## src/rtl/alu_add_stage_pkg.sv

```systemverilog
// Shared ALU definitions: opcode encoding and operand helpers used by the
// decode logic and by the add/subtract pipeline stage.
package alu_add_stage_pkg;

    localparam int OP_BITS = 2;

    typedef enum logic [OP_BITS-1:0] {
        OP_ADD = 2'd0,
        OP_SUB = 2'd1,
        OP_ADC = 2'd2,
        OP_SBC = 2'd3
    } alu_op_e;

    // Subtract-type opcodes feed the adder with the one's complement of B.
    function automatic logic op_inverts_b(input alu_op_e op);
        return (op == OP_SUB) || (op == OP_SBC);
    endfunction

endpackage

```

## src/rtl/rbcla_adder.sv

```systemverilog
// Ripple-block carry-lookahead adder: carries are looked ahead inside each
// block of bits_per_block bits and rippled from block to block.
module rbcla_adder #(
    parameter int width          = 8,
    parameter int bits_per_block = 4
) (
    input  logic [width-1:0] a,
    input  logic [width-1:0] b,
    input  logic             cin,
    output logic [width-1:0] sum,
    output logic             cout
);

    logic [width-1:0] gen;
    logic [width-1:0] prop;

    assign gen  = a & b;
    assign prop = a ^ b;

    // Per-bit carries from the group generate/propagate of the enclosing block.
    always_comb begin : carry_chain
        logic [width:0] c;
        logic           grp_g;
        logic           grp_p;
        // NOTE: every variable gets a value before any branch so no latch is inferred.
        c     = '0;
        grp_g = 1'b0;
        grp_p = 1'b1;
        c[0]  = cin;
        for (int i = 0; i < width; i++) begin
            if (i % bits_per_block == 0) begin
                grp_g = 1'b0;
                grp_p = 1'b1;
            end
            grp_g    = gen[i] | (prop[i] & grp_g);
            grp_p    = grp_p & prop[i];
            c[i + 1] = grp_g | (grp_p & c[i - (i % bits_per_block)]);
        end
        sum  = prop ^ c[width-1:0];
        cout = c[width];
    end

endmodule

```

## src/rtl/alu_add_stage.sv

```systemverilog
// Two-stage add/subtract pipeline with valid/ready handshakes on both sides.
// S1 registers the operands (B already complemented for subtracts), the adder
// sits between S1 and S2, and S2 registers the result, flags and carry_flag.
module alu_add_stage
    import alu_add_stage_pkg::*;
#(
    parameter int WIDTH          = 8,
    parameter int BITS_PER_BLOCK = 4
) (
    input  logic             clk,
    input  logic             reset,
    input  logic             in_valid,
    output logic             in_ready,
    input  logic [1:0]       in_op,
    input  logic [WIDTH-1:0] in_a,
    input  logic [WIDTH-1:0] in_b,
    output logic             out_valid,
    input  logic             out_ready,
    output logic [WIDTH-1:0] out_sum,
    output logic             out_c,
    output logic             out_z,
    output logic             out_n,
    output logic             out_v
);

    logic             s1_valid;
    alu_op_e          s1_op;
    logic [WIDTH-1:0] s1_a;
    logic [WIDTH-1:0] s1_b;

    logic             carry_flag;
    logic             s2_adv;
    logic             s1_adv;
    logic             in_fire;
    logic             adder_cin;
    logic [WIDTH-1:0] adder_sum;
    logic             adder_cout;

    assign s2_adv   = !out_valid || out_ready;
    assign s1_adv   = s1_valid && s2_adv;
    assign in_ready = !s1_valid || s2_adv;
    assign in_fire  = in_valid && in_ready;

    // Carry-in select: chained ops pick up the carry of the last computed result.
    always_comb begin
        adder_cin = carry_flag;
        case (s1_op)
            OP_ADD:  adder_cin = 1'b0;
            OP_SUB:  adder_cin = 1'b1;
            default: adder_cin = carry_flag;
        endcase
    end

    rbcla_adder #(
        .width          (WIDTH),
        .bits_per_block (BITS_PER_BLOCK)
    ) u_adder (
        .a    (s1_a),
        .b    (s1_b),
        .cin  (adder_cin),
        .sum  (adder_sum),
        .cout (adder_cout)
    );

    // S1 occupancy: fill on accept, empty when the entry moves on with no refill.
    always_ff @(posedge clk or posedge reset) begin
        // NOTE: sequential state uses non-blocking assignments so every register samples pre-edge values.
        if (reset) begin
            s1_valid <= 1'b0;
        end else if (in_fire) begin
            s1_valid <= 1'b1;
        end else if (s1_adv) begin
            s1_valid <= 1'b0;
        end
    end

    // S1 operand capture; B is complemented here so the adder only ever adds.
    always_ff @(posedge clk) begin
        // NOTE: payload registers are qualified by s1_valid, so they carry no reset.
        if (in_fire) begin
            s1_op <= alu_op_e'(in_op);
            s1_a  <= in_a;
            s1_b  <= op_inverts_b(alu_op_e'(in_op)) ? ~in_b : in_b;
        end
    end

    // S2 result register: loads only when S2 advances, otherwise holds for the consumer.
    always_ff @(posedge clk or posedge reset) begin
        if (reset) begin
            out_valid  <= 1'b0;
            out_sum    <= '0;
            out_c      <= 1'b0;
            out_z      <= 1'b0;
            out_n      <= 1'b0;
            out_v      <= 1'b0;
            carry_flag <= 1'b0;
        end else if (s2_adv) begin
            out_valid <= s1_valid;
            if (s1_valid) begin
                out_sum    <= adder_sum;
                out_c      <= adder_cout;
                out_z      <= (adder_sum == '0);
                out_n      <= adder_sum[WIDTH-1];
                out_v      <= (s1_a[WIDTH-1] == s1_b[WIDTH-1]) &&
                              (adder_sum[WIDTH-1] != s1_a[WIDTH-1]);
                carry_flag <= adder_cout;
            end
        end
    end

endmodule
```

## config.mk

```make
export PLATFORM = sky130hd
export DESIGN_NAME = alu_add_stage
export DESIGN_NICKNAME = d
export VERILOG_FILES = /design/src/rtl/alu_add_stage_pkg.sv /design/src/rtl/rbcla_adder.sv /design/src/rtl/alu_add_stage.sv
export SDC_FILE = /design/constraint.sdc
export NUM_CORES = 1
export LEC_CHECK = 0
export ABC_AREA = 1
export CAP_MARGIN = 20
export CORE_MARGIN = 5
export CORE_UTILIZATION = 49
export CTS_CLUSTER_DIAMETER = 200
export CTS_CLUSTER_SIZE = 14
export DETAILED_ROUTE_END_ITERATION = 10
export PLACE_DENSITY = 0.89
export REMOVE_ABC_BUFFERS = 1
export SYNTH_ARGS = -nofsm -noshare
export SYNTH_HDL_FRONTEND = slang
export SYNTH_SLANG_ARGS = --single-unit
export TNS_END_PERCENT = 20
```

## constraint.sdc

```tcl
create_clock -name clk -period 2.53 [get_ports clk]
set_clock_uncertainty 0.1 [all_clocks]
set_input_delay 0.6325 -clock clk [delete_from_list [all_inputs] [get_ports clk]]
set_output_delay 0.6325 -clock clk [all_outputs]
set_load 0.01 [all_outputs]
```

* After elaboration in Yosys (flattened, before gate mapping) *
Index checks and enable logic that the tools add are counted.

storage, ports and cells
  bits in registers = 32
  logic and storage cells = 69
  input bits = 22
  output and inout port bits = 14

cells by class
  bitwise logic cells = 38
  muxes and demuxes = 4
  reductions and logical operators = 12
  equality and inequality tests = 5

operators with widths
  kind                                                                   number
  1-bit bitwise AND                                                      20
  8-bit XOR                                                              2
  1-bit OR                                                               14
  8-bit bitwise AND                                                      1
  8-bit zero test                                                        1
  8-bit two-way mux                                                      1
  8-bit inverter                                                         1
  2-bit by 1-bit equality test with 1-bit output, second input constant  2
  1-bit logical AND                                                      3
  1-bit logical OR                                                       3
  2-bit equality test, second input constant                             1
  1-bit zero test                                                        2
  2-bit zero test                                                        1
  1-bit two-way mux                                                      2
  1-bit case mux with 2 select lines                                     1
  2-bit AND reduction                                                    1
  2-bit nonzero test                                                     1
  1-bit equality test                                                    1
  1-bit inequality test                                                  1

* Longest topological paths before layout *
  word-level depth = 13
  mapped depth = 16
  depth with buffers taken out = 16

* Cells and area by module *
From an unflattened synthesis, not the netlist that was laid out.

unflattened totals
  cells, all modules = 153
  area total of the unflattened synthesis = 1555.2 µm²

modules (own cells, without submodules)
  module         seq. area each (µm²)  area each (µm²)  cells each  times used
  alu_add_stage  865.8                 1194.9           96          1
  rbcla_adder    0.0                   360.3            57          1

* Worst setup path after synthesis *
No wires, ideal clock.

  path kind = reg2reg
  start = register s1_a[1]
  end = register out_z
  library setup time = 0.065 ns
  arrival time = 2.078 ns
  slack = 0.287 ns
  period minus slack after synthesis = 2.243 ns
  required time = 2.365 ns
  buffers on the path = 0
  stages on the path, launching flop included = 17
  cells stage by stage = edfxtp_1 > ha_1 > nand2_1 > nand2_1 > nand2_1 > nand2_1 > nand2_1 > nand3_2 > inv_1 > fa_1 > xor2_1 > nand4_1 > nor2_1 > nand3_1 > nor2_2 > nand3_2 > nand2_1

on the way
  longest elaborated chain between the ends = 12
  elaborated cells between the ends (all ways) = 25
  classes of those cells = bitwise (24); reduce/logical (1)

ends and longest elaborated chain
  item                    line                  RTL
  start, declared         alu_add_stage.sv:28   logic [WIDTH-1:0] s1_a;
  start signal, assigned  alu_add_stage.sv:82   s1_a <= in_a;
  8-bit XOR               rbcla_adder.sv:18     assign prop = a ^ b;
  1-bit bitwise AND       rbcla_adder.sv:35     grp_g = gen[i] | (prop[i] & grp_g);
  1-bit OR                rbcla_adder.sv:35
  1-bit bitwise AND       rbcla_adder.sv:35
  1-bit OR                rbcla_adder.sv:35
  1-bit bitwise AND       rbcla_adder.sv:35
  1-bit OR                rbcla_adder.sv:35
  1-bit OR                rbcla_adder.sv:37     c[i + 1] = grp_g | (grp_p & c[i - (i % bits_per_block)]);
  1-bit bitwise AND       rbcla_adder.sv:37
  1-bit OR                rbcla_adder.sv:37
  8-bit XOR *             rbcla_adder.sv:39     sum = prop ^ c[width-1:0];
  8-bit zero test *       alu_add_stage.sv:102  out_z <= (adder_sum == '0);
  end signal, assigned    alu_add_stage.sv:102
  end, declared           alu_add_stage.sv:21   output logic out_z,

Mark *: on every way between the ends. The rest lies on a longest branch, timed or not.
A chain may end at the register's enable or synchronous reset.

* Worst setup path in the final report *
Same ends and word-level chain as after synthesis.

==> metrics.txt <==
# TYPE chip_impl_metric gauge
chip_impl_metric{name="die-area",unit="um2"} 4316
chip_impl_metric{name="timing_max_transition_violations_final",unit=""} 0
chip_impl_metric{name="nets",unit=""} 224
chip_impl_metric{name="cts_hold_buf",unit=""} 0
chip_impl_metric{name="final_non_filler_cells",unit=""} 226
chip_impl_info{name="synth_top_cells_by_area",value="sky130_fd_sc_hd__edfxtp_1, sky130_fd_sc_hd__dfrtp_1, sky130_fd_sc_hd__nand2_1"} 1
chip_impl_metric{name="critical_path_peak_fanout",unit=""} 4
chip_impl_info{name="crit_path_start",value="s1_a[1]$_DFFE_PP_"} 1
chip_impl_info{name="clock_tree_from_tritoncts",value="yes"} 1
chip_impl_metric{name="post_route_core_utilization",unit=""} 0.6904
chip_impl_metric{name="worstSkewPairLatency",unit="ns"} 0.33
chip_impl_metric{name="final_period_minus_worst_setup_slack",unit="ns"} 2.468
chip_impl_metric{name="worstMarginPinSlew",unit="ns"} 0.4782
chip_impl_metric{name="avgSynthCellArea",unit="um2"} 10.41
chip_impl_metric{name="clock_path_buffers",unit=""} 2
chip_impl_metric{name="clockPowerShare",unit=""} 0.235
chip_impl_info{name="cp_cell_sequence",value="ha_4, nand2_2, nand2_2, nand2_2, nand2_2, nand2_2, nand3_2, inv_2, fa_2, xor2_2, nand4_1, nor2_1, nand3_1, nor2_2, nand3_2, nand2_1"} 1
chip_impl_metric{name="mappedNetlistArea",unit="um2"} 1520
chip_impl_metric{name="number_of_h_tree_levels",unit=""} 2
chip_impl_metric{name="hold_path_depth",unit=""} 2
chip_impl_metric{name="final.fill_count",unit=""} 227
chip_impl_metric{name="netlist-cell-type-count",unit=""} 20
chip_impl_info{name="sort_of_element_at_the_start_of_the_critical_path",value="flip-flop"} 1
chip_impl_metric{name="power.density_cell_area",unit="nW/um2"} 763.1
chip_impl_metric{name="vias_in_the_first_global_route",unit=""} 1125
chip_impl_metric{name="wl",unit="mm"} 3.023
chip_impl_metric{name="dp_hpwl",unit="mm"} 2.151
chip_impl_metric{name="num_vias",unit=""} 1141
chip_impl_info{name="crit_path_top_delay_cell",value="sky130_fd_sc_hd__edfxtp_1"} 1
chip_impl_metric{name="port-buffer-count",unit=""} 35
chip_impl_metric{name="first_pass_iters",unit=""} 4
chip_impl_metric{name="power_switching",unit="W"} 0.0004743
chip_impl_metric{name="worst_r2r_path_depth",unit=""} 16
chip_impl_metric{name="critPathMaxStageDelay",unit="ns"} 0.44
chip_impl_metric{name="drt-initial-drc-count",unit=""} 40
chip_impl_metric{name="ys_async_sr_fraction",unit=""} 0.4194
chip_impl_info{name="worst_hold_path_type",value="flip-flop to flip-flop"} 1
chip_impl_metric{name="syn-instance-count",unit=""} 146
chip_impl_metric{name="drive_gt1_frac",unit=""} 0.1658
chip_impl_info{name="setup_crit_end_kind",value="flip-flop"} 1
chip_impl_metric{name="setup_slack_of_the_critical_path_after_layout",unit="ns"} 0.06185
chip_impl_metric{name="power.combinational.fraction",unit=""} 0.329
chip_impl_info{name="worst_hold_launch",value="out_z$_DFFE_PP0P_"} 1
chip_impl_metric{name="ys_seq_area_frac",unit=""} 0.5695
chip_impl_metric{name="cell_internal_pwr",unit="W"} 0.001108
chip_impl_info{name="yosys.cell_count.top_type",value="sky130_fd_sc_hd__nand2_1"} 1
chip_impl_metric{name="design.portCount",unit=""} 36
chip_impl_info{name="timing_worst_setup_path_type",value="flip-flop to flip-flop"} 1
chip_impl_metric{name="seq_power_share",unit=""} 0.437
chip_impl_metric{name="route.detailed.wl_per_inst",unit="um"} 13.38
chip_impl_metric{name="detail_route.drc_violations",unit=""} 0
chip_impl_metric{name="grt_pass1_wl",unit="mm"} 4.767
chip_impl_metric{name="worstPathRequired",unit="ns"} 2.71
chip_impl_metric{name="leakage",unit="nW"} 0.9431
chip_impl_metric{name="area.growth.synth_to_final",unit="%"} 36.38
chip_impl_metric{name="slew_headroom",unit=""} 0.6808
chip_impl_info{name="unrepaired_setup_endpoints_after_global_routing",value="true"} 1
chip_impl_metric{name="cp_num_buf_inv",unit=""} 1
chip_impl_metric{name="yosys_warning_total",unit=""} 0
chip_impl_metric{name="grt_antenna_before_repair",unit=""} 0
chip_impl_info{name="synth.cells.most_frequent",value="sky130_fd_sc_hd__nand2_1, sky130_fd_sc_hd__inv_1, sky130_fd_sc_hd__edfxtp_1, sky130_fd_sc_hd__dfrtp_1, sky130_fd_sc_hd__xor2_1"} 1
chip_impl_metric{name="worst_ep_arrival_time",unit="ns"} 2.65
chip_impl_info{name="postSynth.topFlopCell",value="sky130_fd_sc_hd__edfxtp_1"} 1
chip_impl_metric{name="maxClockFrequency",unit="MHz"} 405.2
chip_impl_metric{name="rows",unit=""} 20
chip_impl_metric{name="initial_utilization",unit=""} 0.5063
chip_impl_info{name="crit_top_cell",value="sky130_fd_sc_hd__nand2_2"} 1
chip_impl_metric{name="power.share.switching",unit=""} 0.2998
chip_impl_metric{name="gp_routability_congestion",unit=""} 0.7680
chip_impl_metric{name="finalHoldViolations",unit=""} 0
chip_impl_metric{name="vias_per_cell",unit=""} 5.049
chip_impl_metric{name="global_route_overflow",unit=""} 0
chip_impl_metric{name="worst_ir_drop_vdd",unit="uV"} 397.6
chip_impl_info{name="yosys.area.top_type",value="sky130_fd_sc_hd__edfxtp_1"} 1
chip_impl_metric{name="numCtsBuffers",unit=""} 5
chip_impl_metric{name="drv_cap",unit=""} 0
chip_impl_metric{name="fin_area",unit="um2"} 2073
chip_impl_metric{name="insertedDiodeCount",unit=""} 0
chip_impl_metric{name="synth_largest_type_area_fraction",unit=""} 0.3556
chip_impl_metric{name="grt_max_degree",unit=""} 19
chip_impl_info{name="worstReg2RegStart",value="s1_a[1]$_DFFE_PP_"} 1
chip_impl_info{name="status",value="finished clean"} 1
chip_impl_metric{name="total_of_flip_flops_plus_latches_after_synthesis",unit=""} 31
chip_impl_metric{name="cts_sinks",unit=""} 31
chip_impl_metric{name="die_h",unit="um"} 65.70
chip_impl_metric{name="timing.final.setup_violations",unit=""} 0
chip_impl_metric{name="global_route.usage.total",unit=""} 0.1494
chip_impl_metric{name="detail-route-antenna-nets",unit=""} 0
chip_impl_metric{name="final_min_period_over_clock_period",unit=""} 0.9756
chip_impl_metric{name="die_width",unit="um"} 65.70
chip_impl_metric{name="clkTransAtPathRegs",unit="ns"} 0.09
chip_impl_info{name="clk_root_buffer_cell",value="sky130_fd_sc_hd__clkbuf_4"} 1
chip_impl_metric{name="placement.cell_area",unit="um2"} 1917
chip_impl_metric{name="critical_path_depth",unit=""} 16
chip_impl_info{name="cp_top_family",value="simple AND/OR/NAND/NOR gates"} 1
chip_impl_metric{name="synth_enable_flop_cells",unit=""} 18
chip_impl_metric{name="dpl_worst_slack",unit="ns"} 0.01134
chip_impl_metric{name="dp.cells",unit=""} 214
chip_impl_metric{name="fp.coreArea",unit="um2"} 3003
power by group through the flow:
stage          Combinational, W  Clock, W  Sequential (W)
4_1_cts                0.000488  0.000385        0.000689
3_5_place_dp           0.000486         0        0.000699
2_1_floorplan          0.000207         0        0.000724
3_3_place_gp           0.000466         0        0.000691
5_1_grt                0.000577  0.000406        0.000704
6_report               0.000520  0.000371        0.000691
worst register-to-register path, cell delays in order (launching register included):
cell	delay, ns
sky130_fd_sc_hd__edfxtp_1	0.44
sky130_fd_sc_hd__ha_4	0.31
sky130_fd_sc_hd__nand2_2	0.05
sky130_fd_sc_hd__nand2_2	0.07
sky130_fd_sc_hd__nand2_2	0.05
sky130_fd_sc_hd__nand2_2	0.08
sky130_fd_sc_hd__nand2_2	0.06
sky130_fd_sc_hd__nand3_2	0.09
sky130_fd_sc_hd__inv_2	0.05
sky130_fd_sc_hd__fa_2	0.37
sky130_fd_sc_hd__xor2_2	0.16
sky130_fd_sc_hd__nand4_1	0.11
sky130_fd_sc_hd__nor2_1	0.13
sky130_fd_sc_hd__nand3_1	0.10
sky130_fd_sc_hd__nor2_2	0.13
sky130_fd_sc_hd__nand3_2	0.06
sky130_fd_sc_hd__nand2_1	0.05
sequential cells by signal (all words and copies together), names as in the netlist:
register / flops
out_sum: 8
out_z: 1
s1_a: 8
s1_b: 8
out_v: 1
s1_valid: 1
out_valid: 1
s1_op: 2
carry_flag: 1
cell families after synthesis:
group,Yosys count,share of synthesized area
AND/OR/NAND/NOR,58,0.1737
flip-flops,31,0.5695
buffers and inverters,25,0.06585
AO/OA/AOI/OAI,12,0.04115
XOR/XNOR,10,0.05761
adder cells (fa/ha/maj),10,0.09218
cell type report:
cell class | count | area (um2) | area share
clock inverters | 3 | 38.79 | 0.01871
multi-input cells | 90 | 601.8 | 0.2903
well taps | 33 | 41.29 | 0.01992
clock buffers | 5 | 37.54 | 0.01810
inverters | 22 | 82.58 | 0.03983
flip-flops and latches | 31 | 865.8 | 0.4176
repair buffers | 42 | 405.4 | 0.1955
timing repair:
item                                    in CTS  in global routing
gates resized for setup                      0                 11
buffers inserted                             0                  4
endpoints found under the setup margin       1                  2
hold endpoints to repair                     0                  0
pin swaps                                    1                  9
worst paths after layout:
kind,end,slack (ns)
setup / recovery,out_z$_DFFE_PP0P_,0.06
hold / removal,out_z$_DFFE_PP0P_,0.38
setup reg to reg,out_z$_DFFE_PP0P_,0.06
hold reg to reg,out_z$_DFFE_PP0P_,0.38
max in group asynchronous,out_sum[6]$_DFFE_PP0P_,1.49
min in group asynchronous,out_sum[3]$_DFFE_PP0P_,0.52
metal layers:
metal	track usage	share of wire	up-vias
met3	0.05812	0.070	6
li1	-	-	563
met2	0.2641	0.51	48
met4	0.06218	0.019	0
met5	0	0	-
met1	0.1564	0.40	524
layout by cell type, fill, tap and decap left out, types with 2 or more instances in the layout:
cell type and instances:
sky130_fd_sc_hd__a21oi_1 3, sky130_fd_sc_hd__a31oi_1 2, sky130_fd_sc_hd__buf_4 7, sky130_fd_sc_hd__clkbuf_4 5, sky130_fd_sc_hd__clkdlybuf4s50_1 34, sky130_fd_sc_hd__dfrtp_1 13, sky130_fd_sc_hd__edfxtp_1 18, sky130_fd_sc_hd__ha_1 6
sky130_fd_sc_hd__ha_4 2, sky130_fd_sc_hd__inv_1 21, sky130_fd_sc_hd__nand2_1 26, sky130_fd_sc_hd__nand2_2 10, sky130_fd_sc_hd__nand3_1 8, sky130_fd_sc_hd__nand3_2 2, sky130_fd_sc_hd__nand4_1 2, sky130_fd_sc_hd__nor2_1 8
sky130_fd_sc_hd__o21ai_0 4, sky130_fd_sc_hd__o21ai_1 3, sky130_fd_sc_hd__xor2_1 9
metrics by stage:
step,TNS [ns],hold slack (ns),power (W)
4_1_cts,0,0.3920,0.001562
3_5_place_dp,0,0.3653,0.001185
5_1_grt,-0.09863,0.4372,0.001687
6_report,0,0.3827,0.001582
3_3_place_gp,0,0.3634,0.001157
2_1_floorplan,0,0.4095,0.0009312
No activity file was read; power rests on OpenSTA's default activity.
